File: config.mk
export PLATFORM = sky130hd
export DESIGN_NAME = stopwatch_ctrl
export DESIGN_NICKNAME = d
export VERILOG_FILES = /design/src/rtl/stopwatch_ctrl.sv
export SDC_FILE = /design/constraint.sdc
export NUM_CORES = 1
export LEC_CHECK = 0
export ABC_AREA = 1
export BUFFER_PORTS_ARGS = -buffer_cell sky130_fd_sc_hd__buf_2
export CAP_MARGIN = 30
export CORE_UTILIZATION = 47
export CTS_CLUSTER_DIAMETER = 40
export DETAILED_ROUTE_END_ITERATION = 8
export GPL_ROUTABILITY_DRIVEN = 0
export GPL_TIMING_DRIVEN = 0
export HOLD_SLACK_MARGIN = 0.02
export PLACE_DENSITY = 0.66
export SYNTH_ARGS = -nofsm -noshare
export SYNTH_HDL_FRONTEND = slang
export SYNTH_SLANG_ARGS = --single-unit
File: constraint.sdc
create_clock -name clk -period 2.55 [get_ports clk]
set_input_delay 0.51 -clock clk [delete_from_list [all_inputs] [get_ports clk]]
set_output_delay 0.51 -clock clk [all_outputs]
set_load 0.05 [all_outputs]
File: src/rtl/stopwatch_ctrl.sv
// stopwatch_ctrl: run/pause/lap/clear controller for a 5-digit BCD sprint timer (M:SS:tt).
// Divides the system clock down to a centisecond tick, counts up to 9:59:99 and saturates.
// Optional lap-freeze feature is built only when STOPWATCH_LAP_EN is defined.
`timescale 1ns/1ps
module stopwatch_ctrl #(
  parameter int unsigned TICK_DIV = 250_000
) (
  input  logic       clk,
  input  logic       rst_n,
  input  logic       start_stop,
  input  logic       lap,
  input  logic       clear,
  output logic [3:0] disp_d4,
  output logic [3:0] disp_d3,
  output logic [3:0] disp_d2,
  output logic [3:0] disp_d1,
  output logic [3:0] disp_d0,
  output logic       running,
  output logic       lap_active,
  output logic       ovf,
  output logic       tick
);

  localparam int unsigned PRE_W = (TICK_DIV > 1) ? $clog2(TICK_DIV) : 1;
  localparam logic [PRE_W-1:0] PRE_LAST = PRE_W'(TICK_DIV - 1);

`ifdef STOPWATCH_LAP_EN
  typedef enum logic [1:0] {StIdle, StRun, StPaused, StLap} state_e;
`else
  typedef enum logic [1:0] {StIdle, StRun, StPaused} state_e;
`endif

  state_e           r_state;
  logic             r_running;
  logic             r_ovf;
  logic [PRE_W-1:0] r_pre;
  logic [3:0]       r_d4, r_d3, r_d2, r_d1, r_d0;

  logic             w_counting;
  logic             w_tick;
  logic             w_at_max;
  logic             w_clr;
  logic [PRE_W-1:0] w_pre_nxt;
  logic [3:0]       w_nd4, w_nd3, w_nd2, w_nd1, w_nd0;
  logic [19:0]      w_live_time;
  logic [19:0]      w_disp;

`ifdef STOPWATCH_LAP_EN
  logic [19:0]      r_lap_time;
  logic             r_lap_active;
  assign w_counting = (r_state == StRun) || (r_state == StLap);
`else
  logic             w_unused_lap;
  assign w_unused_lap = lap;
  assign w_counting   = (r_state == StRun);
`endif

  assign w_tick      = w_counting && (r_pre == PRE_LAST);
  assign w_at_max    = (r_d4 == 4'd9) && (r_d3 == 4'd5) && (r_d2 == 4'd9) &&
                       (r_d1 == 4'd9) && (r_d0 == 4'd9);
  assign w_clr       = (r_state == StPaused) && clear;
  assign w_live_time = {r_d4, r_d3, r_d2, r_d1, r_d0};

  // Prescaler next value: advance while counting, wrap on tick, zero on clear
  always_comb begin
    w_pre_nxt = r_pre;
    if (w_clr || w_tick) begin
      w_pre_nxt = '0;
    end else if (w_counting) begin
      w_pre_nxt = r_pre + 1'b1;
    end
  end

  // Time next value: full BCD ripple on tick, saturating at 9:59:99, zero on clear
  always_comb begin
    {w_nd4, w_nd3, w_nd2, w_nd1, w_nd0} = w_live_time;
    if (w_clr) begin
      {w_nd4, w_nd3, w_nd2, w_nd1, w_nd0} = '0;
    end else if (w_tick && !w_at_max) begin
      if (r_d0 != 4'd9) begin
        w_nd0 = r_d0 + 4'd1;
      end else begin
        w_nd0 = 4'd0;
        if (r_d1 != 4'd9) begin
          w_nd1 = r_d1 + 4'd1;
        end else begin
          w_nd1 = 4'd0;
          if (r_d2 != 4'd9) begin
            w_nd2 = r_d2 + 4'd1;
          end else begin
            w_nd2 = 4'd0;
            if (r_d3 != 4'd5) begin
              w_nd3 = r_d3 + 4'd1;
            end else begin
              w_nd3 = 4'd0;
              w_nd4 = r_d4 + 4'd1;
            end
          end
        end
      end
    end
  end

  // Control FSM with registered status; time and prescaler load their next values every cycle
  always_ff @(posedge clk or negedge rst_n) begin
    if (!rst_n) begin
      r_state   <= StIdle;
      r_running <= 1'b0;
      r_ovf     <= 1'b0;
      r_pre     <= '0;
      {r_d4, r_d3, r_d2, r_d1, r_d0} <= '0;
`ifdef STOPWATCH_LAP_EN
      r_lap_time   <= '0;
      r_lap_active <= 1'b0;
`endif
    end else begin
      r_pre <= w_pre_nxt;
      {r_d4, r_d3, r_d2, r_d1, r_d0} <= {w_nd4, w_nd3, w_nd2, w_nd1, w_nd0};
      unique case (r_state)
        StIdle: begin
          if (start_stop) begin
            r_state   <= StRun;
            r_running <= 1'b1;
          end
        end
        StRun: begin
          // Saturation wins over any button pressed on the same edge
          if (w_tick && w_at_max) begin
            r_state   <= StPaused;
            r_running <= 1'b0;
            r_ovf     <= 1'b1;
          end else if (start_stop) begin
            r_state   <= StPaused;
            r_running <= 1'b0;
`ifdef STOPWATCH_LAP_EN
          end else if (lap) begin
            r_state      <= StLap;
            r_lap_active <= 1'b1;
            r_lap_time   <= w_live_time;
`endif
          end
        end
`ifdef STOPWATCH_LAP_EN
        StLap: begin
          if (w_tick && w_at_max) begin
            r_state      <= StPaused;
            r_running    <= 1'b0;
            r_lap_active <= 1'b0;
            r_ovf        <= 1'b1;
          end else if (start_stop) begin
            r_state      <= StPaused;
            r_running    <= 1'b0;
            r_lap_active <= 1'b0;
          end else if (lap) begin
            r_lap_time <= w_live_time;
          end
        end
`endif
        StPaused: begin
          if (clear) begin
            r_state <= StIdle;
            r_ovf   <= 1'b0;
`ifdef STOPWATCH_LAP_EN
            r_lap_time <= '0;
`endif
          end else if (start_stop && !r_ovf) begin
            r_state   <= StRun;
            r_running <= 1'b1;
          end
        end
        default: begin
          r_state   <= StIdle;
          r_running <= 1'b0;
        end
      endcase
    end
  end

  // Display select: frozen lap time while in LAP, live time otherwise
  always_comb begin
    w_disp = w_live_time;
`ifdef STOPWATCH_LAP_EN
    if (r_state == StLap) begin
      w_disp = r_lap_time;
    end
`endif
  end

  assign {disp_d4, disp_d3, disp_d2, disp_d1, disp_d0} = w_disp;
  assign running = r_running;
  assign ovf     = r_ovf;
  assign tick    = w_tick;
`ifdef STOPWATCH_LAP_EN
  assign lap_active = r_lap_active;
`else
  assign lap_active = 1'b0;
`endif

endmodule

==> results of run 1 <==
[critical path, cell delays in order (launching register included)]
cell and delay, ns:
dfrtp_1 0.41, ha_1 0.21, nand2_1 0.07, nor2_2 0.14, nand3_2 0.11, nor2_4 0.15, buf_2 0.29
[final timing paths]
| kind | from | endpoint | slack, ns | cells past startpoint |
|---|---|---|---|---|
| max | r_pre[0] | tick | 0.38 | 6 |
| min reg2reg | running | running | 0.48 | 2 |
| min | rst_n | r_pre[8] | 0.18 | 1 |
| max reg2reg | disp_d1[1] | disp_d3[1] | 0.84 | 10 |
| max in group asynchronous | rst_n | r_pre[9] | 1.89 | 2 |
| min in group clk | clear | r_state[1] | 0.44 | 2 |
[per-layer routing]
layer | vias to the layer above | GRT usage (%)
li1 | 1190 | -
met1 | 1093 | 25.11
met2 | 37 | 37.88
met3 | 8 | 4.118
met4 | 0 | 7.170
met5 | - | 0
[cell families after synthesis]
group           after synthesis  share of synthesized area [%]
fa+ha+maj                     9                          4.212
compound gates               28                          6.037
buf+inv                      47                          8.235
xor+xnor                     13                          4.258
other cells                   1                         0.1402
simple gates                213                          37.81
flops                        42                          39.31
[state kept, by name (all words and copies together) (netlist names)]
register	count
disp_d1	4
disp_d3	4
running	1
ovf	1
disp_d4	4
disp_d2	4
disp_d0	4
r_state	2
r_pre	18
[power by group through the flow]
stage,logic [mW],registers [mW],clock network [mW]
detailed placement,0.921,0.916,0
finish,0.917,0.904,0.545
floorplan,0.473,1.15,0
global route,1.01,0.926,0.584
CTS,0.924,0.904,0.560
global placement,0.902,0.913,0
[synthesized netlist by cell type, drive strengths merged, types with 3 or more instances]
master | n | area [um2]
o21ai | 16 | 83.83
nor2 | 57 | 259.0
nand3 | 33 | 180.2
xnor2 | 4 | 35.03
nand4 | 13 | 93.84
inv | 38 | 142.6
dfrtp | 42 | 1051
nand2 | 100 | 415.4
a21oi | 8 | 47.55
xor2 | 9 | 78.83
nor3 | 7 | 40.04
ha | 9 | 112.6
nand3b | 3 | 22.52
buf | 7 | 65.05
[cell type report]
class / instances / share of cell area [%]
Sequential cell: 42 / 34.64
Inverter: 40 / 5.113
Buffer: 7 / 2.144
Clock buffer: 6 / 2.722
Clock inverter: 1 / 0.9897
Timing Repair Buffer: 27 / 5.196
Multi-Input combinational cell: 264 / 46.23
Tap cell: 72 / 2.969
[stage by stage]
stage | utilization (%) | hold WS, ns
after global placement | 52.56 | 0.4603
after detailed placement | 52.56 | 0.4764
after floorplan | - | 0.2144
final | 55.10 | 0.1827
after global routing | 55.10 | 0.2117
after CTS | 54.60 | 0.3995
==> impl_metrics.csv, run 1 <==
group,metric,value,unit
finish,fin_nets,401,
worst_setup_path,crit_arrival,1.66,ns
global_route,grt_pass1_vias,2294,
sta,max_freq,460.5,MHz
sta,min_period,2.172,ns
global_route,grt_overflow,0,
clocking,ctsResizeCount,0,
sta,setup_ws,0.3784,ns
sta,fin_tns_setup,0,ns
drt,drt-met1-wl,2608,um
finish,multiInputGateArea,1403,um2
finish,stdcell_area,3034,um2
worst_setup_path,startpoint_type,"flip-flop",
global_route,grt_usage,21.15,%
sta,finalSetupViolations,0,
die,coreArea,5507,um2
power_and_ir_drop,power_frac_seq,38.2,%
die,top_level_ports,29,
run,cap_violations,0,
placement,pre_cts_slack,0.7031,ns
finish,nFillCells,547,
power_and_ir_drop,p_clk_share,23.0,%
power_and_ir_drop,power_leakage,1.533,nW
global_route,antenna_found_initial,0,
clocking,cts_hold_buf,0,
worst_hold_path,hp-class,"in -> async",
clocking,clock-sinks,42,
drt,dr.pass1.iters,5,
sta,worstMarginPinSlew,0.5202,ns
power_and_ir_drop,power_density,779.8,nW/um2
die,num_rows,27,
drt,routed_wl,5644,um
synthesis,yosys.cell_types.count,34,
synthesis,syn-num-nets,367,
finish,final_common_cell,"nand2_1",
finish,area_growth,13.48,%
placement,hpwlAfterDp,4219,um
placement,placed_area,2894,um2
finish,stdcell_count,459,
drt,drt_iter0_markers,111,
power_and_ir_drop,p_switching,1.005,mW
placement,port_buffers,26,
drt,wl_met2,2791,um
finish,drive_gt1_share,19.12,%
clocking,cts_buffers,5,
synthesis,ys_ff_latch,42,
placement,placed_cells,451,
sta,hold_violations,0,
die,start_util,48.56,%
power_and_ir_drop,p_comb_share,38.8,%
power_and_ir_drop,ir_drop,0.0005586,V
clocking,clk_pin_slew,0.08,ns
sta,period_share,85.16,%
sta,slew_violations,0,
synthesis,synthCells,353,
worst_setup_path,crit_type,"reg -> out",
synthesis,syn_area_per_cell,7.575,um2
drt,routed-via-count,2328,
clocking,clock_latency,0.30,ns
die,die_h,77.43,um
global_route,grt_pass1_wl,10210,um
synthesis,synth_warnings,0,
drt,dr.max_layer_used,"met4",
worst_setup_path,worstPathRequired,2.04,ns
clocking,post_cts_buffers,0,
sta,rsz0062_at_grt,"no",
clocking,cts_tree,"done",
sta,worst_clock_skew,0.004459,ns
sta,relSlewSlack,65.32,%
worst_setup_path,path_max_fanout,4,
power_and_ir_drop,p_int,1.361,mW
worst_setup_path,cp-end-kind,"output port",
synthesis,seq_area_frac_synth,39.31,%
finish,antenna_cells,0,
clocking,cts_buffer_depth,2,
drt,ant_nets,0,
drt,via_per_inst,5.072,
finish,regArea,1051,um2
power_and_ir_drop,switching_share,42.47,%
status,outcome,"completed",
die,die-width,77.43,um
global_route,grt_max_degree,43,
drt,dr_wl_met3,165,um
finish,layout_common_cells,"nand2_1, nor2_1, dfrtp_1",
clocking,h-tree-depth,2,
die,die-area,5995,um2
drt,drc,0,
synthesis,synthFlopType,"dfrtp_1",
synthesis,synth_edf_count,0,
clocking,cts-root-buf,"clkbuf_8",
synthesis,netlist_area,2674,um2
power_and_ir_drop,finalPower,2.366,mW
synthesis,synth_async_sr_flop_share,100.0,%
drt,wl_per_cell,12.30,um
Note: power is estimated with default switching activity, not from simulation.
==> run 2, diff against run 1 <==
--- a/config.mk
+++ b/config.mk
@@ -8,13 +8,14 @@
 export ABC_AREA = 1
 export BUFFER_PORTS_ARGS = -buffer_cell sky130_fd_sc_hd__buf_2
 export CAP_MARGIN = 30
-export CORE_UTILIZATION = 47
+export CORE_UTILIZATION = 50
 export CTS_CLUSTER_DIAMETER = 40
 export DETAILED_ROUTE_END_ITERATION = 8
 export GPL_ROUTABILITY_DRIVEN = 0
 export GPL_TIMING_DRIVEN = 0
 export HOLD_SLACK_MARGIN = 0.02
-export PLACE_DENSITY = 0.66
+export PLACE_DENSITY = 0.7
+export SETUP_SLACK_MARGIN = 0.5
 export SYNTH_ARGS = -nofsm -noshare
 export SYNTH_HDL_FRONTEND = slang
 export SYNTH_SLANG_ARGS = --single-unit
==> run 2 against run 1 <==
Count of clock-buffer cells in the layout unchanged. Utilization increased by 4.6 points. Clock power decreased by 1%. Combinational power increased by 3.4%. Setup slack improved by 0.20 ns. Sequential share of layout area decreased by 0.38 points. Sequential power decreased by 0.8%. Clock skew increased by 0.0027 ns. Register-to-register slack about the same. Routed wire length increased by 0.48%. Final cell count increased by 0.87%. Critical path type unchanged. Largest cell class unchanged. Largest power group unchanged.
==> impl_metrics.csv, run 2 (same netlist as run 1, synthesis figures left out) <==
group,metric,value,unit
status,outcome,"completed",
worst_setup_path,crit_type,"reg -> out",
die,num_rows,26,
sta,slew_violations,0,
worst_setup_path,crit_chain,"ha_2 -> nand2_1 -> nor2_2 -> nand3_2 -> nor2_4 -> buf_6",
power_and_ir_drop,power_density,776.4,nW/um2
sta,period_share,77.40,%
worst_setup_path,worstPathRequired,2.04,ns
power_and_ir_drop,p_int,1.363,mW
global_route,grt_pass1_vias,2189,
drt,wl_per_cell,12.25,um
power_and_ir_drop,switching_share,42.76,%
drt,routed-via-count,2366,
clocking,cts_tree,"done",
sta,worst_clock_skew,0.007206,ns
global_route,grt_usage,22.55,%
drt,ant_nets,0,
worst_setup_path,worstReg2RegEnd,"disp_d3[1]",
finish,layout_common_cells,"nand2_1, nor2_1, dfrtp_1",
worst_setup_path,path_max_fanout,3,
finish,fin_nets,406,
finish,regMostFlops,"r_pre",
worst_setup_path,critPathCapture,"tick",
die,coreArea,5140,um2
sta,hold_violations,0,
drt,routed_wl,5671,um
power_and_ir_drop,p_clk_share,22.5,%
global_route,antenna_found_initial,0,
power_and_ir_drop,power_frac_seq,37.7,%
worst_setup_path,crit_arrival,1.46,ns
die,top_level_ports,29,
sta,finalSetupViolations,0,
power_and_ir_drop,p_switching,1.019,mW
finish,drive_gt1_share,20.36,%
finish,stdcell_area,3068,um2
die,die_h,75.13,um
run,cap_violations,0,
worst_setup_path,cp-end-kind,"output port",
clocking,cts-root-buf,"clkbuf_8",
clocking,h-tree-depth,2,
worst_setup_path,r2r_slack,0.85,ns
placement,placed_area,2892,um2
drt,drc,0,
clocking,clock-sinks,42,
power_and_ir_drop,ir_drop,0.0006621,V
clocking,clock_latency,0.30,ns
worst_hold_path,hp-class,"in -> async",
sta,rsz0062_at_grt,"no",
power_and_ir_drop,p_comb_share,39.8,%
finish,nFillCells,500,
placement,port_buffers,26,
clocking,clk_pin_slew,0.08,ns
worst_setup_path,max_stage_delay,0.38,ns
worst_setup_path,startpoint_type,"flip-flop",
power_and_ir_drop,power_leakage,1.548,nW
sta,min_period,1.974,ns
placement,hpwlAfterDp,3941,um
finish,largest_reg_flops,18,
global_route,grt_pass1_wl,9694,um
die,die-width,75.13,um
worst_setup_path,cp-startpoint,"r_pre[1]",
drt,via_per_inst,5.110,
finish,final_common_cell,"nand2_1",
finish,multiInputGateArea,1405,um2
finish,regArea,1051,um2
sta,fin_tns_setup,0,ns
clocking,cts_buffers,5,
worst_setup_path,r2r_start,"disp_d1[1]",
sta,max_freq,506.7,MHz
drt,drt_iter0_markers,111,
finish,area_growth,14.74,%
clocking,cts_buffer_depth,2,
die,start_util,52.02,%
worst_setup_path,reg2reg_depth,10,
drt,dr.pass1.iters,4,
worst_setup_path,cpMaxStageDelayCell,"dfrtp_1",
finish,antenna_cells,0,
global_route,grt_max_degree,43,
global_route,grt_overflow,0,
die,die-area,5644,um2
run 2: cell types whose count changed in the layout (fill, tap and decap cells not counted), sizes merged:
cell,before,now
buf,34,39
clkinvlp,0,1
run 2: final cells by class:
| class | count | area share [%] |
|---|---|---|
| well taps | 70 | 2.855 |
| clock buffers | 6 | 2.365 |
| clock inverters | 2 | 1.223 |
| multi-input cells | 264 | 45.80 |
| flip-flops and latches | 42 | 34.26 |
| inverters | 40 | 5.057 |
| plain buffers | 7 | 2.121 |
| repair buffers | 32 | 6.321 |
run 2: how the worst min path moves through the flow:
stage | to | cells after the start
4_1_cts | ovf | 1
3_5_place_dp | running | 2
6_report | r_pre[7] | 1
3_3_place_gp | running | 2
5_1_grt | r_pre[7] | 1
2_1_floorplan | disp_d0[0] | 0
run 2: power by group through the flow:
| stage | registers (mW) | logic [mW] | clock network [mW] |
|---|---|---|---|
| floorplan | 1.15 | 0.473 | 0 |
| global placement | 0.911 | 0.902 | 0 |
| detailed placement | 0.914 | 0.911 | 0 |
| CTS | 0.897 | 0.929 | 0.548 |
| global route | 0.918 | 1.05 | 0.571 |
| finish | 0.897 | 0.948 | 0.537 |
run 2: critical path: cells and delay by family, from the launching register on:
kind                       cells  cell delay, ns
and+or+nand+nor                4            0.43
DFF                            1            0.38
buffers and inverters          1            0.17
adders and majority gates      1            0.20
run 2: layer usage:
| metal | vias to the layer above | track usage (%) | wire (um) |
|---|---|---|---|
| li1 | 1205 | - | - |
| met3 | 7 | 4.150 | 138 |
| met4 | 0 | 7.338 | 70 |
| met1 | 1124 | 28.08 | 2630 |
| met5 | - | 0 | 0 |
| met2 | 30 | 39.44 | 2831 |
run 2: what timing repair did:
item | CTS | global route
hold buffers | 0 | 0
buffers inserted | 3 | 2
endpoints found under the setup margin | 1 | 1
pin swaps | 2 | 3
resized for setup | 2 | 1
run 2: through the flow:
| stage | utilization, % | hold WS (ns) | instances | setup WS, ns | power [mW] |
|---|---|---|---|---|---|
| global route | 59.69 | 0.06937 | 463 | 0.5023 | 2.539 |
| finish | 59.69 | 0.05524 | 463 | 0.5764 | 2.382 |
| global placement | 56.26 | 0.4535 | 449 | 0.7091 | 1.812 |
| CTS | 58.96 | 0.3888 | 460 | 0.5032 | 2.374 |
| floorplan | - | 0.2144 | 353 | 0.6880 | 1.620 |
| detailed placement | 56.26 | 0.4536 | 449 | 0.7049 | 1.825 |
==> run 3, diff against run 2 <==
--- a/config.mk
+++ b/config.mk
@@ -5,7 +5,7 @@
 export SDC_FILE = /design/constraint.sdc
 export NUM_CORES = 1
 export LEC_CHECK = 0
-export ABC_AREA = 1
+export ABC_AREA = 0
 export BUFFER_PORTS_ARGS = -buffer_cell sky130_fd_sc_hd__buf_2
 export CAP_MARGIN = 30
 export CORE_UTILIZATION = 50
==> constraint.sdc (replaced) <==
create_clock -name clk -period 2 [get_ports clk]
set_input_delay 0.4 -clock clk [delete_from_list [all_inputs] [get_ports clk]]
set_output_delay 0.4 -clock clk [all_outputs]
set_load 0.05 [all_outputs]
==> run 3 against run 2 <==
The flow now finishes with violations (setup timing). Count of clock-buffer cells in the layout grew 1. Critical path depth increased by 3. Die area is 1.4% lower. Sequential share of layout area decreased by 7.8 points. Clock skew rose by 0.0083 ns. Non-clock buffer count increased by 60. Via count grew 17%. Critical endpoint is now disp_d0[2].
==> impl_metrics.csv, run 3 <==
group,metric,value,unit
power_and_ir_drop,ir_drop,0.0005579,V
status,violations,"setup timing",
placement,hpwlAfterDp,4294,um
sta,worst_clock_skew,0.01548,ns
finish,layout_common_cells,"buf_4, buf_2, dfrtp_1",
finish,final_common_cell,"buf_4",
power_and_ir_drop,finalPower,3.202,mW
synthesis,synth_warnings,0,
finish,area_growth,54.27,%
synthesis,syn-num-nets,291,
worst_setup_path,crit_chain,"ha_2 -> and4b_1 -> buf_6 -> nand4_4 -> buf_6 -> buf_12 -> buf_16 -> or4_1 -> a21oi_1",
worst_setup_path,path_max_fanout,5,
synthesis,yosysMostFrequentCell,"dfrtp_1",
global_route,grt_overflow,0,
synthesis,synth_edf_count,0,
worst_hold_path,hp-class,"in -> async",
status,outcome,"complete, but fails checks",
sta,rsz0062_at_grt,"yes",
finish,stdcell_area,4065,um2
worst_setup_path,r2r_start,"r_pre[1]",
drt,drc,0,
global_route,grt_pass1_vias,2255,
clocking,clk_pin_slew,0.09,ns
clocking,cts_buffers,5,
synthesis,netlist_area,2635,um2
sta,finalSetupViolations,9,
worst_setup_path,crit_type,"reg -> reg",
sta,hold_violations,0,
worst_setup_path,cp-end-kind,"flip-flop",
synthesis,seq_area_frac_synth,39.89,%
synthesis,synthTopCellsByArea,"dfrtp_1, ha_1, nand2_1, mux2i_1, xor2_1",
finish,fin_nets,383,
drt,drt_iter0_markers,224,
global_route,grt_usage,28.31,%
synthesis,yosys.cell_types.count,59,
placement,placed_area,3098,um2
power_and_ir_drop,power_density,787.8,nW/um2
die,die-area,5564,um2
synthesis,synthCells,277,
sta,worstMarginPinSlew,0.9516,ns
die,start_util,51.92,%
worst_setup_path,cp-startpoint,"r_pre[1]",
finish,regMostFlops,"r_pre",
die,die-width,74.60,um
global_route,grt_pass1_wl,11650,um
synthesis,synthFlopType,"dfrtp_1",
placement,port_buffers,26,
drt,routed-via-count,2779,
synthesis,synth_top_area_share,39.89,%
die,coreArea,5075,um2
clocking,cts-root-buf,"clkbuf_8",
worst_setup_path,critPathTopFamily,"simple AND/OR/NAND/NOR gates",
worst_setup_path,reg2reg_depth,9,
synthesis,synth_async_sr_flop_share,100.0,%
clocking,clock-sinks,42,
sta,min_period,2.096,ns
synthesis,yosys.area.top_type,"dfrtp_1",
worst_setup_path,cpMaxStageDelayCell,"or4_1",
worst_setup_path,worst-path-buf-inv,4,
drt,ant_nets,0,
sta,holdWs,0.2433,ns
worst_setup_path,worstPathRequired,2.23,ns
worst_setup_path,max_stage_delay,0.41,ns
clocking,clock_latency,0.30,ns
clocking,h-tree-depth,2,
sta,period_share,104.8,%
finish,utilization,80.10,%
clocking,cts_tree,"done",
power_and_ir_drop,power_leakage,1.907,nW
finish,largest_reg_flops,18,
die,top_level_ports,29,
worst_setup_path,worstReg2RegEnd,"disp_d0[2]",
sta,slew_violations,0,
die,die_h,74.60,um
finish,antenna_cells,0,
synthesis,synthTopCellsByCount,"dfrtp_1, nand2_1, nor2_1",
die,num_rows,26,
drt,wl_per_cell,20.28,um
worst_setup_path,crit_arrival,2.32,ns
run,cap_violations,0,
global_route,antenna_found_initial,0,
drt,via_per_inst,6.316,
global_route,grt_max_degree,43,
synthesis,ys_ff_latch,42,
sta,setup_ws,-0.09600,ns
sta,max_freq,477.1,MHz
finish,nFillCells,299,
finish,drive_gt1_share,52.70,%
placement,pre_cts_slack,-0.1346,ns
worst_setup_path,worst_path_most_repeated_cell,"buf_6",
drt,routed_wl,8922,um
synthesis,syn_area_per_cell,9.513,um2
drt,dr.pass1.iters,4,
worst_setup_path,r2r_slack,-0.1,ns
clocking,cts_buffer_depth,2,
sta,relSlewSlack,36.56,%
worst_setup_path,startpoint_type,"flip-flop",
run 3: per-layer routing:
| metal | track usage (%) | up-vias | share of wire (%) |
|---|---|---|---|
| met5 | 0 | - | 0 |
| met4 | 9.853 | 0 | 3.5 |
| met3 | 4.743 | 30 | 6.2 |
| met2 | 43.84 | 146 | 49 |
| met1 | 40.12 | 1392 | 42 |
| li1 | - | 1211 | - |
run 3: repair_timing:
action	in CTS	in global routing
cloned	4	1
pin swaps	32	17
endpoints found under the setup margin	43	44
buffers inserted	28	26
hold buffers	0	0
resized for setup	54	37
run 3: how the worst max path moves through the flow:
stage | endpoint | slack, ns | depth (start not counted)
global placement | r_state[0] | -0.12 | 8
finish | disp_d0[2] | -0.1 | 9
detailed placement | disp_d4[2] | -0.13 | 8
global route | disp_d0[2] | -0.14 | 9
CTS | tick | -0.08 | 4
floorplan | disp_d4[1] | 0.03 | 7
run 3: cell families (layout without fill, tap and decap cells):
kind of cell,after synthesis,count (layout),synth area share (%)
and+or+nand+nor,136,136,32.43
AOI/OAI and AO/OA,45,45,11.59
DFF,42,42,39.89
buffers and inverters,24,117,4.416
xor gates and xnor gates,10,10,3.324
muxes,10,10,3.941
adders and majority gates,9,9,4.274
other,1,1,0.1423
run 3: cell type report:
class                   instances  area (um2)  share of cell area (%)
flip-flops and latches         42        1075                   26.44
inverters                      10       37.54                  0.9234
well taps                      70       87.58                   2.155
clock buffers                   7       86.33                   2.124
multi-input cells             211        1893                   46.57
repair buffers                 85       732.0                   18.01
clock inverters                 1       5.005                  0.1231
plain buffers                  14       148.9                   3.663
run 3: power by group:
part | total (mW) | switching [mW] | internal (mW) | leakage (nW)
registers | 1.25 | 0.235 | 1.01 | 0.541
clock network | 0.582 | 0.303 | 0.279 | 0.0482
logic | 1.37 | 0.815 | 0.560 | 1.32
run 3: stage by stage:
step / setup TNS [ns] / std cells
after floorplan: 0 / 277
after global routing: -1.129 / 440
final: -0.4228 / 440
after detailed placement: -0.5819 / 373
after CTS: -0.1811 / 413
after global placement: -0.4255 / 373
